File: src/rtl/hight_key_sched_if.sv
// Handshake and key bus between the HIGHT key schedule and its round-function consumer.
interface hight_key_sched_if;
  logic         start;
  logic         ed;
  logic [127:0] MK;
  logic         adv;
  logic         busy;
  logic         sk_valid;
  logic [4:0]   rnd;
  logic [7:0]   SKx0;
  logic [7:0]   SKx1;
  logic [7:0]   SKx2;
  logic [7:0]   SKx3;
  logic [7:0]   WK0_4;
  logic [7:0]   WK1_5;
  logic [7:0]   WK2_6;
  logic [7:0]   WK3_7;
  logic         done;

  modport master (
    output start, ed, MK, adv,
    input  busy, sk_valid, rnd, SKx0, SKx1, SKx2, SKx3,
           WK0_4, WK1_5, WK2_6, WK3_7, done
  );

  modport slave (
    input  start, ed, MK, adv,
    output busy, sk_valid, rnd, SKx0, SKx1, SKx2, SKx3,
           WK0_4, WK1_5, WK2_6, WK3_7, done
  );
endinterface

File: src/rtl/hight_key_sched.sv
// HIGHT key schedule: expands 128 subkeys in 32 cycles, then streams 4 per round; first set 33 cycles after start.
// The consumer paces the stream with adv; without adv every output holds.
module hight_key_sched #(
  parameter int         NRND   = 32,
  parameter logic [7:0] DELTA0 = 8'h5A
) (
  input logic              clk,
  input logic              reset,
  hight_key_sched_if.slave kif
);
  localparam logic [4:0] LAST = 5'(NRND - 1);

  typedef enum logic [1:0] {IDLE, GEN, RUN, FIN} state_t;

  state_t       state, state_nxt;
  logic [127:0] mk_q;
  logic         ed_q;
  logic [6:0]   lfsr, lfsr_nxt;
  logic [4:0]   gen_cnt, rnd_q, rd_idx;
  logic [31:0]  sk_mem [NRND];
  logic [31:0]  gen_word, rd_word, wk_fwd, wk_rev;
  logic [6:0]   d;
  logic [2:0]   jm;
  logic [3:0]   b;
  logic         show, wk_init;

  function automatic logic [6:0] lfsr_step(input logic [6:0] v);
    return {v[3] ^ v[0], v[6:1]};
  endfunction

  always_ff @(posedge clk or negedge reset) begin
    if (!reset) state <= IDLE;
    else        state <= state_nxt;
  end

  always_comb begin
    state_nxt = state;
    case (state)
      IDLE:    if (kif.start) state_nxt = GEN;
      GEN:     if (gen_cnt == LAST) state_nxt = RUN;
      RUN:     if (kif.adv && rnd_q == LAST) state_nxt = FIN;
      FIN:     state_nxt = IDLE;
      default: state_nxt = IDLE;
    endcase
  end

  always_comb begin
    kif.busy     = (state != IDLE);
    kif.sk_valid = (state == RUN);
    kif.done     = (state == FIN);
    show         = (state == RUN) || (state == FIN);
    wk_init      = (state == GEN) || (state == RUN);
  end

  // Cycle c covers SK[4c..4c+3]: bit1 of c picks the upper key half, bit0 the j offset.
  always_comb begin
    gen_word = '0;
    d        = lfsr;
    jm       = '0;
    b        = '0;
    for (int t = 0; t < 4; t++) begin
      jm = 3'({gen_cnt[0], 2'(t)} - gen_cnt[4:2]);
      b  = {gen_cnt[1], jm};
      gen_word[8*t +: 8] = mk_q[{b, 3'b000} +: 8] + {1'b0, d};
      d  = lfsr_step(d);
    end
    lfsr_nxt = d;
  end

  always_ff @(posedge clk or negedge reset) begin
    if (!reset) begin
      mk_q    <= '0;
      ed_q    <= 1'b0;
      lfsr    <= '0;
      gen_cnt <= '0;
      rnd_q   <= '0;
    end else begin
      case (state)
        IDLE: if (kif.start) begin
          mk_q    <= kif.MK;
          ed_q    <= kif.ed;
          lfsr    <= DELTA0[6:0];
          gen_cnt <= '0;
          rnd_q   <= '0;
        end
        GEN: begin
          lfsr    <= lfsr_nxt;
          gen_cnt <= gen_cnt + 5'd1;
        end
        RUN: if (kif.adv && rnd_q != LAST) rnd_q <= rnd_q + 5'd1;
        default: ;
      endcase
    end
  end

  always_ff @(posedge clk) begin
    if (state == GEN) sk_mem[gen_cnt] <= gen_word;
  end

  // Decryption walks the buffer backwards and reverses the order within each set.
  assign rd_idx   = ed_q ? rnd_q : LAST - rnd_q;
  assign rd_word  = sk_mem[rd_idx];
  assign kif.rnd  = rnd_q;
  assign kif.SKx0 = !show ? 8'h00 : (ed_q ? rd_word[7:0]   : rd_word[31:24]);
  assign kif.SKx1 = !show ? 8'h00 : (ed_q ? rd_word[15:8]  : rd_word[23:16]);
  assign kif.SKx2 = !show ? 8'h00 : (ed_q ? rd_word[23:16] : rd_word[15:8]);
  assign kif.SKx3 = !show ? 8'h00 : (ed_q ? rd_word[31:24] : rd_word[7:0]);

  assign wk_fwd = {mk_q[103:96], mk_q[111:104], mk_q[119:112], mk_q[127:120]};
  assign wk_rev = {mk_q[7:0], mk_q[15:8], mk_q[23:16], mk_q[31:24]};
  assign {kif.WK0_4, kif.WK1_5, kif.WK2_6, kif.WK3_7} = (wk_init == ed_q) ? wk_fwd : wk_rev;
endmodule

File: src/flat_wrapper.sv
// flat-port wrapper written by rule: the top's interface ports become plain ports
module hight_key_sched_flat 
#(
  parameter int         NRND   = 32,
  parameter logic [7:0] DELTA0 = 8'h5A
)
  (clk, reset, kif_start, kif_ed, kif_MK, kif_adv, kif_busy, kif_sk_valid, kif_rnd, kif_SKx0, kif_SKx1, kif_SKx2, kif_SKx3, kif_WK0_4, kif_WK1_5, kif_WK2_6, kif_WK3_7, kif_done);
  hight_key_sched_if kif_i ();
  input logic clk;
  input logic reset;
  input wire logic [$bits(kif_i.start)-1:0] kif_start;
  input wire logic [$bits(kif_i.ed)-1:0] kif_ed;
  input wire logic [$bits(kif_i.MK)-1:0] kif_MK;
  input wire logic [$bits(kif_i.adv)-1:0] kif_adv;
  output wire logic [$bits(kif_i.busy)-1:0] kif_busy;
  output wire logic [$bits(kif_i.sk_valid)-1:0] kif_sk_valid;
  output wire logic [$bits(kif_i.rnd)-1:0] kif_rnd;
  output wire logic [$bits(kif_i.SKx0)-1:0] kif_SKx0;
  output wire logic [$bits(kif_i.SKx1)-1:0] kif_SKx1;
  output wire logic [$bits(kif_i.SKx2)-1:0] kif_SKx2;
  output wire logic [$bits(kif_i.SKx3)-1:0] kif_SKx3;
  output wire logic [$bits(kif_i.WK0_4)-1:0] kif_WK0_4;
  output wire logic [$bits(kif_i.WK1_5)-1:0] kif_WK1_5;
  output wire logic [$bits(kif_i.WK2_6)-1:0] kif_WK2_6;
  output wire logic [$bits(kif_i.WK3_7)-1:0] kif_WK3_7;
  output wire logic [$bits(kif_i.done)-1:0] kif_done;
  assign kif_i.start = kif_start;
  assign kif_i.ed = kif_ed;
  assign kif_i.MK = kif_MK;
  assign kif_i.adv = kif_adv;
  assign kif_busy = kif_i.busy;
  assign kif_sk_valid = kif_i.sk_valid;
  assign kif_rnd = kif_i.rnd;
  assign kif_SKx0 = kif_i.SKx0;
  assign kif_SKx1 = kif_i.SKx1;
  assign kif_SKx2 = kif_i.SKx2;
  assign kif_SKx3 = kif_i.SKx3;
  assign kif_WK0_4 = kif_i.WK0_4;
  assign kif_WK1_5 = kif_i.WK1_5;
  assign kif_WK2_6 = kif_i.WK2_6;
  assign kif_WK3_7 = kif_i.WK3_7;
  assign kif_done = kif_i.done;
  hight_key_sched #(.NRND(NRND), .DELTA0(DELTA0)) u_core (.clk(clk), .reset(reset), .kif(kif_i));
endmodule
File: config.mk
export PLATFORM = sky130hd
export DESIGN_NAME = hight_key_sched_flat
export DESIGN_NICKNAME = d
export VERILOG_FILES = /design/src/rtl/hight_key_sched_if.sv /design/src/rtl/hight_key_sched.sv /design/src/flat_wrapper.sv
export SDC_FILE = /design/constraint.sdc
export NUM_CORES = 2
export LEC_CHECK = 0
export CORE_MARGIN = 1.5
export CORE_UTILIZATION = 52
export CTS_CLUSTER_DIAMETER = 60
export DETAILED_ROUTE_END_ITERATION = 10
export PLACE_DENSITY = 0.7
export SYNTH_ARGS = -nofsm -noshare
export SYNTH_HDL_FRONTEND = slang
export SYNTH_SLANG_ARGS = --single-unit
File: constraint.sdc
create_clock -name clk -period 7.2 [get_ports clk]
set_input_delay 2.16 -clock clk [delete_from_list [all_inputs] [get_ports clk]]
set_output_delay 2.16 -clock clk [all_outputs]
set_load 0.05 [all_outputs]
### After elaboration in Yosys (flattened, before gate mapping)

Memories as Yosys holds them, arrays and structs flattened.
Index checks and enable logic that the tools add are counted.

* register bits: 148
* RAM bits: 1024
* output and inout bits: 72
* memories: 1

* $add $sub $neg: 11
* equality and inequality tests: 11
* shifts and indexed selects: 4
* multiplexer cells: 22
* bitwise operators: 4
* reductions and logical operators: 12

Memories
* u_core.sk_mem: depth 32, width 32, rd ports 1, clocked after memory_dff 0, wr ports 1, line hight_key_sched.sv:20 `logic [31:0] sk_mem [NRND];`

Operator list (number)
* 128-bit by 8-bit indexed part select with 8-bit output: 4
* 8-bit 2-to-1 mux: 8
* 8-bit by 7-bit adder with 8-bit output: 4
* 32-bit 2-to-1 mux: 1
* 5-bit case mux with 2 select lines: 2
* 5-bit 2-to-1 mux: 3
* 7-bit case mux with 2 select lines: 1
* 3-bit subtractor: 4
* 5-bit by 1-bit adder with 5-bit output (second input constant): 2
* 5-bit equality test (second input constant): 2
* 2-bit case mux with 4 select lines: 1
* 7-bit 2-to-1 mux: 1
* 2-bit 2-to-1 mux: 3
* 2-bit by 1-bit inequality test with 1-bit output (second input constant): 3
* 3-bit AND reduction: 2
* 2-bit nonzero test: 3
* 5-bit inequality test (second input constant): 1
* 5-bit subtractor (first input constant): 1
* 2-bit equality test (second input constant): 2
* 2-bit AND reduction: 2
* 1-bit XOR: 4
* 2-bit by 1-bit equality test with 1-bit output (second input constant): 1
* 1-bit logical AND: 2
* 2-bit zero test: 1
* 4 further kinds: 6

### Depth between registers and ports, before layout

An unclocked memory read counts as a cell.

* depth after elaboration: 5
* depth in mapped cells: 18
* mapped depth without buffers: 15

### Worst setup path before layout

Ideal clock, no wire load.

* path type: flip-flop to output port
* start point: register u_core.rnd_q[1] (netlist: u_core.kif.rnd[1])
* end point: output kif_SKx0[0]
* data arrival time: 2.942 ns
* required time: 5.040 ns
* slack: 2.098 ns
* cell stages (with the launch flop): 10
* path buffers: 4
* cells stage by stage: dfrtp_1 buf_2 buf_2 buf_2 buf_1 mux4_2 o211ai_1 o21ai_1 or3_1 a22o_1

* word-level cells in the longest chain between the ends: 5

RTL lines
* from (decl): line hight_key_sched.sv:19 `logic [4:0] gen_cnt, rnd_q, rd_idx;`
* from (signal assigned): line hight_key_sched.sv:90 `RUN: if (kif.adv && rnd_q != LAST) rnd_q <= rnd_q + 5'd1;`
* 5-bit subtractor: line hight_key_sched.sv:101 `assign rd_idx = ed_q ? rnd_q : LAST - rnd_q;`
* 5-bit 2-to-1 mux *: line hight_key_sched.sv:101
* memory read 32 x 32 bit *
* 8-bit 2-to-1 mux * (2 in series): line hight_key_sched.sv:104 `assign kif.SKx0 = !show ? 8'h00 : (ed_q ? rd_word[7:0] : rd_word[31:24]);`
* to (decl): line flat_wrapper.sv:18 `output wire logic [$bits(kif_i.SKx0)-1:0] kif_SKx0;`

Mark *: on every way between the ends. The rest lies on a longest branch, timed or not.

### Final worst setup path

* start point: register u_core.rnd_q[2] (netlist: u_core.kif.rnd[2])
* end point: output kif_SKx2[0]

* word-level cells in the longest chain between the ends: 5

RTL lines
* 5-bit subtractor: line hight_key_sched.sv:101
* 5-bit 2-to-1 mux *: line hight_key_sched.sv:101
* memory read 32 x 32 bit *
* 8-bit 2-to-1 mux * (2 in series): line hight_key_sched.sv:106 `assign kif.SKx2 = !show ? 8'h00 : (ed_q ? rd_word[23:16] : rd_word[15:8]);`
* to (decl): line flat_wrapper.sv:20 `output wire logic [$bits(kif_i.SKx2)-1:0] kif_SKx2;`

Marks and branches as above.

==> key figures <==
Outcome
  • Status: completed

Cells and area
  • Layout cell share with drive strength beyond 1: 33.3%
  • Layout Utilization: 59.9%
  • # fillers: 8,094
  • Final Net Count: 3,764
  • Post-route cell area: 0.0665 mm²
  • Area growth from synthesis to layout: 14.0%

Setup path
  • Crit path DAT: 4.70 ns
  • Crit Path Category: register to primary output
  • Req. time, crit path: 5.04 ns
  • Worst setup SP type: register
  • R2R Setup Slk: 1.61 ns
  • R2R depth: 12
  • RR Startpoint: u_core.gen_cnt[3]
  • Worst setup path start: u_core.kif.rnd[2]
  • R2r endpoint: u_core.sk_mem[3][4]
  • Cell Chain, Critical Path: or2_4, buf_4, nor2_1, nor4_1, or3_1, a22o_1, clkdlybuf4s50_1
  • Levels on crit path: 7
  • Critical path capture point: kif_SKx2[0]
  • CP bufs+invs: 2
  • Critical-path top delay cell: clkdlybuf4s50_1
  • Crit path capture type: primary output
  • Critical path peak fanout: 25
  • Max incr delay on CP: 0.81 ns
  • Largest delay contributor family on the critical path: simple AND/OR/NAND/NOR gates

CTS
  • CTS Buf Count: 120
  • Resized cells post-CTS: 0
  • # Post-CTS Setup Buffers: 0
  • Hold-fix buffers, CTS: 0
  • Clk_lat worst skew: 0.73 ns
  • Root Driver: clkbuf_16
  • CTS tree: yes
  • Clock Path Buffers: 3
  • CTS sink cnt: 1,172
  • CTS clk-pin slew, worst paths: 0.06 ns
  • Htree depth: 3

Placement
  • GPL Wtd Cong: 0.826
  • # port buffers: 204
  • HPWL after DPL: 97,300 µm
  • Post-DP Area: 0.0626 mm²

Routing
  • DRT iter0 DRCs: 4,262
  • Vias per cell: 6.94
  • Avg WL per Cell: 31.2 µm
  • DRT antenna net count: 0
  • Vias after detailed routing: 35,857
  • Routed wire length: 161,000 µm
  • DRC: 0
  • TritonRoute pass-1 iters: 6

Worst hold path
  • Hold crit path type: register to register
  • Worst Min Path Start: u_core.mk_q[77]

Timing
  • Worst Tran Pin Value: 1.24 ns
  • Final hold slack: 0.566 ns
  • Top achievable clock speed: 146 MHz
  • Hold Vio Cnt, Final: 0
  • Slew HR: 17.4%
  • Slew Limit Fails: 0
  • Final clock skew: 0.0395 ns
  • Fin Setup TNS: 0 ns
  • RSZ-0062 raised after global routing: false
  • Final period util: 95.3%
  • Final min period: 6.86 ns
  • Final setup viols: 0

Yosys
  • Top FF cell, synth: edfxtp_1
  • Ys async rst share: 12.6%
  • Mapped Nets: 3,591
  • Cells after Synth: 3,411
  • Register bit total from synthesis: 1,172
  • Yosys warning total: 0
  • Cell Area, Synth: 0.0583 mm²
  • Number of synthesized flops with an enable pin: 1,024
  • Synth top area cells: edfxtp_1 (53%), mux4_2 (19%), mux2_2 (6.8%)
  • Post-synth top area share: 52.7%
  • Avg Cell Area, Syn: 17.1 µm²
  • Library cells used by synthesis: 59
  • Sequential fraction of the synthesis area: 59.1%
  • Synth area leader: edfxtp_1

Global route
  • GR Util All Layers: 28.4%
  • Largest net degree at the start of global routing: 119
  • Grt ovf: 0
  • First-pass GRT wire length: 237,000 µm
  • Initial antenna violation count: 3
  • Vias in the first global route: 35,751

Floorplan
  • Core area: 0.111 mm²
  • IO Pins: 205
  • Die outline width: 338 µm
  • Die H: 338 µm
  • Die area: 0.114 mm²
  • Core Rows: 122
  • Initial Utilization: 52.6%

Flow run
  • Max-Cap Viols: 0
==> how the worst min path moves through the flow <==
stage,depth (start not counted),to
2_1_floorplan,1,u_core.mk_q[77]
3_3_place_gp,1,u_core.mk_q[77]
3_5_place_dp,1,u_core.mk_q[77]
4_1_cts,1,u_core.mk_q[77]
5_1_grt,1,u_core.mk_q[77]
6_report,1,u_core.mk_q[77]
==> through the flow <==
step | instances | worst slack, ns
6_report | 5164 | 0.337
4_1_cts | 5163 | 0.289
2_1_floorplan | 3411 | 2.10
5_1_grt | 5163 | 0.165
3_3_place_gp | 4950 | 1.14
3_5_place_dp | 4950 | 1.07
==> sequential cells by signal (all words and copies together) (netlist names) <==
| name | count |
|---|---|
| u_core.mk_q | 128 |
| u_core.lfsr | 7 |
| u_core.state | 2 |
| u_core.kif.rnd | 5 |
| u_core.sk_mem | 1024 |
| u_core.ed_q | 1 |
| u_core.gen_cnt | 5 |
==> cell type report <==
cell class | instances | area, µm² | area share, %
timing repair buffer | 323 | 3190 | 4.79
clock inverter | 61 | 662 | 0.995
antenna | 1 | 2.50 | 0.00376
clock buffer | 152 | 3260 | 4.90
multi-input combinational | 1935 | 23000 | 34.5
sequential | 1172 | 34500 | 51.8
tap | 1488 | 1860 | 2.80
inverter | 32 | 120 | 0.181
==> cell families after synthesis <==
logic type,share of synthesized area (%)
DFF,59.1
muxes,27.9
AOI/OAI and AO/OA,5.39
and+or+nand+nor,3.62
buffers and inverters,2.49
adders and majority gates,1.06
xor gates and xnor gates,0.487
==> cells in the mapped netlist (20+ instances only) <==
library cell / instances
edfxtp_1: 1024
mux4_2: 497
mux2_2: 354
o22ai_1: 228
nor2_1: 163
dfrtp_1: 148
clkbuf_1: 124
mux2i_1: 109
buf_2: 78
a22oi_1: 65
nor4_1: 64
nand2_1: 61
ha_1: 43
a22o_1: 36
buf_1: 36
o21ai_0: 36
or3_1: 34
o211ai_1: 33
or4_1: 31
inv_1: 30
o21ai_1: 30
xnor2_1: 20
==> layer usage <==
| metal | wire length, µm | vias to the layer above | global-route usage [%] |
|---|---|---|---|
| met1 | 62100 | 18808 | 38.8 |
| met2 | 77200 | 2072 | 45.3 |
| li1 | - | 14650 | - |
| met4 | 6460 | 2 | 11.5 |
| met3 | 15300 | 325 | 5.27 |
| met5 | 17 | - | 0 |
==> placed cells by master (no fill, tap or decap), drive strengths merged, types with 5 or more instances in the layout <==
cell type	n
edfxtp	1024
mux4	497
mux2	354
o22ai	228
clkdlybuf4s50	203
nor2	163
clkbuf	152
dfrtp	148
buf	120
mux2i	109
o21ai	66
a22oi	65
nor4	64
nand2	61
ha	43
inv	41
clkinv	38
a22o	36
or3	34
o211ai	33
or4	31
xnor2	22
a21oi	18
nand3	15
nor2b	11
bufinv	10
and3	7
nor3	7
a21boi	6
nand2b	6
and2	6
xor2	6
a21o	5
nand4	5
nor3b	5
Power is left out: the tool's default activity adds up to more than one toggle a clock period on the data nets, which glitch-free logic cannot reach.
